File: src/rtl/vga_timing_gen.sv
// 640x480@60Hz VGA raster timing generator: pixel strobe, coordinates, syncs, end-of-active-frame pulse.
// Optional feature: define VGA_FRAME_CNT_EN to add the 16-bit o_frame_cnt output.
module vga_timing_gen #(
  parameter int CLK_DIV  = 4,
  parameter int H_ACTIVE = 640,
  parameter int H_FP     = 16,
  parameter int H_SYNC   = 96,
  parameter int H_BP     = 48,
  parameter int V_ACTIVE = 480,
  parameter int V_FP     = 10,
  parameter int V_SYNC   = 2,
  parameter int V_BP     = 33,
  parameter bit SYNC_POL = 1'b0
) (
  input  logic        i_clk,
  input  logic        i_rst,
  output logic        o_pix_stb,
  output logic [9:0]  xx,
  output logic [9:0]  yy,
  output logic        aactive,
  output logic        o_hs,
  output logic        o_vs,
`ifdef VGA_FRAME_CNT_EN
  output logic [15:0] o_frame_cnt,
`endif
  output logic        o_frame_end
);

  localparam int H_TOTAL = H_ACTIVE + H_FP + H_SYNC + H_BP;
  localparam int V_TOTAL = V_ACTIVE + V_FP + V_SYNC + V_BP;
  localparam int DIV_W   = (CLK_DIV > 1) ? $clog2(CLK_DIV) : 1;

  localparam logic [DIV_W-1:0] DIV_LAST = DIV_W'(CLK_DIV - 1);
  localparam logic [9:0] H_LAST     = 10'(H_TOTAL - 1);
  localparam logic [9:0] V_LAST     = 10'(V_TOTAL - 1);
  localparam logic [9:0] H_ACT      = 10'(H_ACTIVE);
  localparam logic [9:0] V_ACT      = 10'(V_ACTIVE);
  localparam logic [9:0] H_ACT_LAST = 10'(H_ACTIVE - 1);
  localparam logic [9:0] V_ACT_LAST = 10'(V_ACTIVE - 1);
  localparam logic [9:0] HS_FIRST   = 10'(H_ACTIVE + H_FP);
  localparam logic [9:0] HS_LAST    = 10'(H_ACTIVE + H_FP + H_SYNC - 1);
  localparam logic [9:0] VS_FIRST   = 10'(V_ACTIVE + V_FP);
  localparam logic [9:0] VS_LAST    = 10'(V_ACTIVE + V_FP + V_SYNC - 1);

  if (H_TOTAL > 1024 || V_TOTAL > 1024) begin : g_total_chk
    $error("vga_timing_gen: H_TOTAL/V_TOTAL must not exceed 1024");
  end
  if (CLK_DIV < 1 || CLK_DIV > 16) begin : g_div_chk
    $error("vga_timing_gen: CLK_DIV must be within 1..16");
  end

  logic [DIV_W-1:0] r_div;
  logic [9:0]       r_xx;
  logic [9:0]       r_yy;
  logic             r_pix_stb;
  logic             r_aactive;
  logic             r_hs;
  logic             r_vs;
  logic             r_frame_end;

  logic             w_adv;
  logic [DIV_W-1:0] w_div_nxt;
  logic [9:0]       w_xx_nxt;
  logic [9:0]       w_yy_nxt;
  logic             w_frame_end_nxt;

  // Status flags are derived from the next-state coordinates so they move on the same edge as xx/yy.
  always_comb begin
    w_adv           = (r_div == DIV_LAST);
    w_div_nxt       = w_adv ? '0 : r_div + 1'b1;
    w_xx_nxt        = r_xx;
    w_yy_nxt        = r_yy;
    w_frame_end_nxt = w_adv && (r_xx == H_ACT_LAST) && (r_yy == V_ACT_LAST);
    if (w_adv) begin
      if (r_xx == H_LAST) begin
        w_xx_nxt = '0;
        w_yy_nxt = (r_yy == V_LAST) ? '0 : r_yy + 10'd1;
      end else begin
        w_xx_nxt = r_xx + 10'd1;
      end
    end
  end

  always_ff @(posedge i_clk or negedge i_rst) begin
    if (!i_rst) begin
      r_div       <= '0;
      r_xx        <= '0;
      r_yy        <= '0;
      r_pix_stb   <= 1'b0;
      r_aactive   <= 1'b0;
      r_hs        <= ~SYNC_POL;
      r_vs        <= ~SYNC_POL;
      r_frame_end <= 1'b0;
    end else begin
      r_div       <= w_div_nxt;
      r_xx        <= w_xx_nxt;
      r_yy        <= w_yy_nxt;
      r_pix_stb   <= (w_div_nxt == DIV_LAST);
      r_aactive   <= (w_xx_nxt < H_ACT) && (w_yy_nxt < V_ACT);
      r_hs        <= ((w_xx_nxt >= HS_FIRST) && (w_xx_nxt <= HS_LAST)) ? SYNC_POL : ~SYNC_POL;
      r_vs        <= ((w_yy_nxt >= VS_FIRST) && (w_yy_nxt <= VS_LAST)) ? SYNC_POL : ~SYNC_POL;
      r_frame_end <= w_frame_end_nxt;
    end
  end

`ifdef VGA_FRAME_CNT_EN
  logic [15:0] r_frame_cnt;

  always_ff @(posedge i_clk or negedge i_rst) begin
    if (!i_rst) begin
      r_frame_cnt <= '0;
    end else if (w_frame_end_nxt) begin
      r_frame_cnt <= r_frame_cnt + 16'd1;
    end
  end

  assign o_frame_cnt = r_frame_cnt;
`endif

  assign o_pix_stb   = r_pix_stb;
  assign xx          = r_xx;
  assign yy          = r_yy;
  assign aactive     = r_aactive;
  assign o_hs        = r_hs;
  assign o_vs        = r_vs;
  assign o_frame_end = r_frame_end;

endmodule

File: config.mk
export PLATFORM = sky130hd
export DESIGN_NAME = vga_timing_gen
export DESIGN_NICKNAME = d
export VERILOG_FILES = /design/src/rtl/vga_timing_gen.sv
export SDC_FILE = /design/constraint.sdc
export NUM_CORES = 1
export LEC_CHECK = 0
export BUFFER_PORTS_ARGS = -buffer_cell sky130_fd_sc_hd__buf_2
export CAP_MARGIN = 20
export CORE_MARGIN = 4
export CORE_UTILIZATION = 49
export DETAILED_ROUTE_END_ITERATION = 8
export MAX_ROUTING_LAYER = met4
export PLACE_DENSITY = 0.79
export SYNTH_ARGS = -nofsm -noshare
export SYNTH_HDL_FRONTEND = slang
export SYNTH_SLANG_ARGS = --single-unit
File: constraint.sdc
create_clock -name i_clk -period 2.46 [get_ports i_clk]
set_clock_uncertainty 0.2 [all_clocks]
set_input_delay 0.492 -clock i_clk [delete_from_list [all_inputs] [get_ports i_clk]]
set_output_delay 0.492 -clock i_clk [all_outputs]
set_load 0.005 [all_outputs]
Word level (Yosys, flattened, before mapping)
Index checks and enable logic that the tools add are counted.
{"block": "totals", "regBits": 27, "in_bits": 2, "wordCells": 36}
{"block": "op_classes", "addsub": 3, "magnitude_cmp": 6, "eq_ne": 6, "muxes": 8, "n_reduce_logical": 5}
{"cell": "2-to-1 mux 10 bit", "count": 5}
{"cell": "equality test 10 bit, second input constant", "count": 3}
{"cell": "adder 10 x 1 -> 10 bit, second input constant", "count": 2}
{"cell": "equality test 10 x 9 -> 1 bit, second input constant", "count": 1}
{"cell": "greater-or-equal comparator 10 bit, second input constant", "count": 1}
{"cell": "greater-or-equal comparator 10 x 9 -> 1 bit, second input constant", "count": 1}
{"cell": "less-or-equal comparator 10 bit, second input constant", "count": 1}
{"cell": "less-or-equal comparator 10 x 9 -> 1 bit, second input constant", "count": 1}
{"cell": "less-than comparator 10 bit, second input constant", "count": 1}
{"cell": "less-than comparator 10 x 9 -> 1 bit, second input constant", "count": 1}
{"cell": "logical AND 1 bit", "count": 5}
{"cell": "equality test 2 bit, second input constant", "count": 2}
{"cell": "adder 2 x 1 -> 2 bit, second input constant", "count": 1}
{"cell": "2-to-1 mux 1 bit", "count": 2}
{"cell": "2-to-1 mux 2 bit", "count": 1}

Longest topological paths before layout
{"block": "logic_depth", "ltp_word": 7, "mapped_depth": 8, "depth_no_buf": 7}

Worst setup path after synthesis
Ideal clock, no wire load.
{"block": "synth_path", "path_type": "register -> register", "start": "reg r_div[0]", "end": "reg r_yy[6] (netlist: yy[6])", "setup_ps": 128, "arrival_time_ps": 1986, "setup_slack_ps": 146, "path_stages_with_launch": 8, "path_buffers": 2, "cell_sequence": "dfrtp_1 ha_1 buf_4 nand3_1 or4_4 buf_6 or3_4 xnor2_2"}
{"block": "synth_between", "elab_chain_cells": 2}
{"element": "start: declaration", "line": "52", "text": "logic [DIV_W-1:0] r_div;"}
{"element": "start signal: assignment", "line": "95", "text": "r_div <= w_div_nxt;"}
{"element": "equality test 2 bit", "line": "69", "text": "w_adv = (r_div == DIV_LAST);"}
{"element": "2-to-1 mux 10 bit", "line": "74", "text": "if (w_adv) begin"}
{"element": "via w_yy_nxt[6]", "line": "64", "text": "logic [9:0] w_yy_nxt;"}
{"element": "end signal: assignment", "line": "97", "text": "r_yy <= w_yy_nxt;"}
{"element": "end: declaration", "line": "54", "text": "logic [9:0] r_yy;"}
The timed path passes the listed nets, and every way through them passes these cells.

Final worst setup path
{"block": "layout_path", "start": "reg r_yy[1] (netlist: yy[1])", "end": "reg r_vs (netlist: o_vs)"}
{"block": "layout_between", "elab_chain_cells": 7, "word_cells_on_any_way": 9}
{"element": "adder 10 x 1 -> 10 bit or equality test 10 bit (tied branches)", "line": "77", "text": "w_yy_nxt = (r_yy == V_LAST) ? '0 : r_yy + 10'd1;"}
{"element": "2-to-1 mux 10 bit", "line": "77"}
{"element": "2-to-1 mux 10 bit", "line": "75", "text": "if (r_xx == H_LAST) begin"}
{"element": "2-to-1 mux 10 bit *", "line": "74"}
{"element": "greater-or-equal comparator 10 x 9 -> 1 bit or less-or-equal comparator 10 x 9 -> 1 bit (tied branches)", "line": "101", "text": "r_vs <= ((w_yy_nxt >= VS_FIRST) && (w_yy_nxt <= VS_LAST)) ? SYNC_POL : ~SYNC_POL;"}
{"element": "logical AND 1 bit *", "line": "101"}
{"element": "2-to-1 mux 1 bit *", "line": "101"}
{"element": "end signal: assignment", "line": "92", "text": "r_vs <= ~SYNC_POL;"}
{"element": "end signal: assignment", "line": "101"}
{"element": "end: declaration", "line": "58", "text": "logic r_vs;"}
Every way passes the cells marked *; elsewhere a longest branch is shown, timed or not.

==> flow_summary.html <==
<table>
<tr><th>Metric</th><th>Value</th></tr>
<tr><th colspan="2">Yosys</th></tr>
<tr><td>Number of synthesized register bits</td><td>27</td></tr>
<tr><td>Post-Synthesis Mean Instance Area</td><td>9.73 um^2</td></tr>
<tr><td>Gate count after technology mapping</td><td>between 150 and 200</td></tr>
<tr><td>Count of cell types in the netlist</td><td>40</td></tr>
<tr><td>Multiplexer share of the synthesized area</td><td>0.00681</td></tr>
<tr><td>Fraction of the mapped netlist area in adder cells</td><td>0.0426</td></tr>
<tr><td>Post-synthesis net count</td><td>158</td></tr>
<tr><td>Prevailing post-synth register cell</td><td>sky130_fd_sc_hd__dfrtp_1</td></tr>
<tr><td>Synthesis warning total</td><td>0</td></tr>
<tr><td>Area fraction in and, or, nand and nor cells after synthesis</td><td>0.264</td></tr>
<tr><td>Post-synthesis xor/xnor area fraction</td><td>0.0767</td></tr>
<tr><td>Main combinational cell family by area after synthesis</td><td>simple AND/OR/NAND/NOR gates</td></tr>
<tr><td>Post-Synthesis Cell Area</td><td>approximately 0.0015 mm^2</td></tr>
<tr><td>Asr flop ratio synth</td><td>1.00</td></tr>
<tr><td>Compound-Gate Fraction of Synth Area</td><td>0.105</td></tr>
<tr><td>Number of synthesized flops with an enable pin</td><td>0</td></tr>
<tr><td>Sequential element share of the synthesized area</td><td>0.462</td></tr>
<tr><th colspan="2">STA</th></tr>
<tr><td>Setup repair after global routing missed its margin</td><td>no</td></tr>
<tr><td>Total negative setup slack</td><td>0 ns</td></tr>
<tr><td>Number of max-slew violations in the final report</td><td>0</td></tr>
<tr><td>Actual slew at the worst max-slew pin</td><td>just under 0.6 ns</td></tr>
<tr><td>Minimum clock period after layout</td><td>~2.3 ns</td></tr>
<tr><td>Achievable Freq</td><td>438 MHz</td></tr>
<tr><td>Final count of negative-setup-slack endpoints</td><td>0</td></tr>
<tr><td>Final Hold Fails</td><td>0</td></tr>
<tr><td>Period Utilization, post-route</td><td>0.927</td></tr>
<tr><td>Worst slew margin</td><td>0.613</td></tr>
<tr><th colspan="2">Clocking</th></tr>
<tr><td>Root cell of the clock tree</td><td>sky130_fd_sc_hd__clkbuf_4</td></tr>
<tr><td>Buffers from clock root to sink, at most</td><td>2</td></tr>
<tr><td>Clock Sinks</td><td>27</td></tr>
<tr><td>Buffers inserted during post-CTS setup optimization</td><td>0</td></tr>
<tr><td>Number of CTS-inserted buffers</td><td>3</td></tr>
<tr><td>Clock latency on the worst-skew pair</td><td>0.33 ns</td></tr>
<tr><td>Post-CTS clock slew at the launch and capture registers of the worst setup and hold paths</td><td>0.16 ns</td></tr>
<tr><td>Number of H-tree levels</td><td>1</td></tr>
<tr><td>Clock tree from TritonCTS</td><td>yes</td></tr>
<tr><th colspan="2">Global routing</th></tr>
<tr><td>Largest net degree at the start of global routing</td><td>28</td></tr>
<tr><td>First-pass GRT wire length</td><td>5020 um</td></tr>
<tr><td>Total global-route track usage</td><td>0.161</td></tr>
<tr><td>Via count of the first global-routing pass</td><td>1113</td></tr>
<tr><td>Initial antenna violation count</td><td>0</td></tr>
<tr><td>Remaining global-route overflow</td><td>0</td></tr>
<tr><th colspan="2">Layout</th></tr>
<tr><td>Layout cell share with drive strength beyond 1</td><td>0.250</td></tr>
<tr><td>Number of inserted filler cells in the final layout</td><td>249</td></tr>
<tr><td>Area growth from synthesis to final layout</td><td>14.7%</td></tr>
<tr><td>Number of antenna diodes</td><td>0</td></tr>
<tr><td>Nets</td><td>188</td></tr>
<tr><td>Post-layout util</td><td>0.601</td></tr>
<tr><th colspan="2">Floorplanning</th></tr>
<tr><td>I/O pin total</td><td>27</td></tr>
<tr><td>Die outline width</td><td>62.8 um</td></tr>
<tr><td>Initial Util</td><td>0.524</td></tr>
<tr><td>Core footprint</td><td>0.00281 mm^2</td></tr>
<tr><td>Number of standard-cell rows in the floorplan</td><td>19</td></tr>
<tr><td>DIE HEIGHT</td><td>62.8 um</td></tr>
<tr><td>Full die area</td><td>0.00394 mm^2</td></tr>
<tr><th colspan="2">Power</th></tr>
<tr><td>Post-layout power</td><td>663 uW</td></tr>
<tr><td>Worst supply voltage drop on vdd</td><td>257 uV</td></tr>
<tr><td>Leakage dissipation</td><td>slightly below 0.0008 uW</td></tr>
<tr><td>Pwr Density</td><td>around 390 mW/mm^2</td></tr>
<tr><th colspan="2">Critical path</th></tr>
<tr><td>Category of the worst setup path launch point</td><td>flip-flop</td></tr>
<tr><td>Crit path arrival time</td><td>2.34 ns</td></tr>
<tr><td>Critical path required time</td><td>about 2.5 ns</td></tr>
<tr><td>CP max FO</td><td>7</td></tr>
<tr><td>Worst Setup End Kind</td><td>flip-flop</td></tr>
<tr><td>Critical Setup Path Class</td><td>flip-flop to flip-flop</td></tr>
<tr><th colspan="2">Placed design</th></tr>
<tr><td>Port Buffer Count</td><td>26</td></tr>
<tr><td>Total half-perimeter wirelength after legalization and detailed placement</td><td>approximately 2300 um</td></tr>
<tr><td>GPL Wtd Cong</td><td>0.812</td></tr>
<tr><th colspan="2">Hold path</th></tr>
<tr><td>Worst Hold Class</td><td>flip-flop to flip-flop</td></tr>
<tr><th colspan="2">Routing</th></tr>
<tr><td>First drt pass iteration count</td><td>4</td></tr>
<tr><td>Drt drc</td><td>0</td></tr>
<tr><td>Via count of the routed design</td><td>1238</td></tr>
<tr><td>Via/cell ratio</td><td>5.87</td></tr>
<tr><td>Post-DR wirelength/cell</td><td>14.6 um</td></tr>
<tr><td>Number of design-rule violations left by the first detailed-router iteration</td><td>38</td></tr>
<tr><td>Remaining antenna violation count after routing</td><td>0</td></tr>
<tr><td>Drt total wl</td><td>3080 um</td></tr>
<tr><th colspan="2">Run</th></tr>
<tr><td>Max-Cap Viols</td><td>0</td></tr>
<tr><th colspan="2">Run status</th></tr>
<tr><td>Run status</td><td>finished, final reports clean</td></tr>
</table>
flip-flops by register name, indices dropped and copies added (netlist names):
name         count
o_hs             1
xx              10
o_pix_stb        1
o_vs             1
aactive          1
o_frame_end      1
r_div            2
yy              10
what timing repair did:
action	in CTS	in global routing
hold buffers	1	0
gates resized for setup	0	1
endpoints found under the setup margin	0	1
hold endpoints to repair	25	0
synthesized netlist by cell type (3+ instances only):
library cell,instances,area [um^2]
sky130_fd_sc_hd__o21ai_1,3,15.0
sky130_fd_sc_hd__ha_1,5,62.6
sky130_fd_sc_hd__nor2_1,10,37.5
sky130_fd_sc_hd__o21ai_0,5,25.0
sky130_fd_sc_hd__nand4_1,6,37.5
sky130_fd_sc_hd__inv_1,7,26.3
sky130_fd_sc_hd__clkbuf_1,5,18.8
sky130_fd_sc_hd__xnor2_1,7,61.3
sky130_fd_sc_hd__a21oi_1,7,35.0
sky130_fd_sc_hd__nand3_1,9,45.0
sky130_fd_sc_hd__dfrtp_1,25,626
sky130_fd_sc_hd__or3_1,3,18.8
sky130_fd_sc_hd__nand2b_1,3,18.8
sky130_fd_sc_hd__nand2_1,16,60.1
sky130_fd_sc_hd__xor2_1,4,35.0
sky130_fd_sc_hd__nor3_1,6,30.0
sky130_fd_sc_hd__nor4_1,3,18.8
cell families (layout without fill, tap and decap cells):
group / Yosys count / in the layout
and+or+nand+nor: 67 / 67
DFF: 27 / 27
AOI/OAI and AO/OA: 25 / 25
buffers and inverters: 14 / 43
xor gates and xnor gates: 12 / 12
adders and majority gates: 5 / 5
muxes: 1 / 1
worst max-delay path, stage by stage (launching register included):
cell                        delay (ns)
sky130_fd_sc_hd__dfrtp_1          0.42
sky130_fd_sc_hd__buf_4            0.16
sky130_fd_sc_hd__inv_1            0.07
sky130_fd_sc_hd__ha_1             0.14
sky130_fd_sc_hd__nand4_1          0.15
sky130_fd_sc_hd__or4_1            0.64
sky130_fd_sc_hd__nand4b_1         0.15
sky130_fd_sc_hd__a21oi_1          0.08
sky130_fd_sc_hd__o2111ai_1        0.19
metal layers:
metal,up-vias,wire (um),global-route usage
met5,-,0,-
met1,605,1430,0.208
li1,597,-,-
met4,0,32,0.0413
met2,31,1500,0.268
met3,5,121,0.0234
area by class of cell:
class / instances / area, um^2 / area share
Sequential cell: 27 / 678 / 0.402
Tap cell: 31 / 38.8 / 0.0230
Timing Repair Buffer: 32 / 178 / 0.105
Clock buffer: 3 / 22.5 / 0.0134
Clock inverter: 1 / 8.76 / 0.00520
Multi-Input combinational cell: 110 / 733 / 0.435
Inverter: 7 / 26.3 / 0.0156
path summary, 6_finish.rpt:
kind                            startpoint  endpoint  slack [ns]  cells after the start
worst min register to register    r_div[0]  r_div[0]        0.28                      1
worst max register to register       yy[1]      o_vs        0.18                      8
min in group asynchronous            i_rst  r_div[0]        0.46                      2
worst max-delay path                 yy[1]      o_vs        0.18                      8
worst min-delay path              r_div[0]  r_div[0]        0.28                      1
max in group asynchronous            i_rst      o_vs        1.21                      2
layout by cell type, fill, tap and decap left out, types with 4 or more instances in the layout:
cell / synthesis / routed
sky130_fd_sc_hd__ha_1: 5 / 5
sky130_fd_sc_hd__nand2_1: 16 / 16
sky130_fd_sc_hd__o21ai_0: 5 / 5
sky130_fd_sc_hd__nand3_1: 9 / 9
sky130_fd_sc_hd__nor2_1: 10 / 10
sky130_fd_sc_hd__a21oi_1: 7 / 7
sky130_fd_sc_hd__nor3_1: 6 / 6
sky130_fd_sc_hd__xnor2_1: 7 / 7
sky130_fd_sc_hd__buf_4: 1 / 5
sky130_fd_sc_hd__nand4_1: 6 / 6
sky130_fd_sc_hd__xor2_1: 4 / 4
sky130_fd_sc_hd__dfrtp_1: 25 / 25
sky130_fd_sc_hd__buf_2: 0 / 26
sky130_fd_sc_hd__inv_1: 7 / 7
power breakdown:
group / leakage, uW / internal, uW / switching, uW / total, uW
clock network: 0.0000183 / 66.4 / 143 / 209
registers: 0.000351 / 444 / 0 / 444
logic: 0.000424 / 1.59 / 8.15 / 9.74
metrics by stage:
stage,hold WS [ns],cells,instance area (um^2),setup WS [ns]
after global routing,0.307,211,1690,0.0150
after CTS,0.287,211,1680,0.123
after detailed placement,0.270,206,1640,0.179
final,0.281,211,1690,0.179
after floorplan,-0.00359,151,1470,0.146
after global placement,0.239,206,1640,0.269
Note: power is estimated with default switching activity, not from simulation.
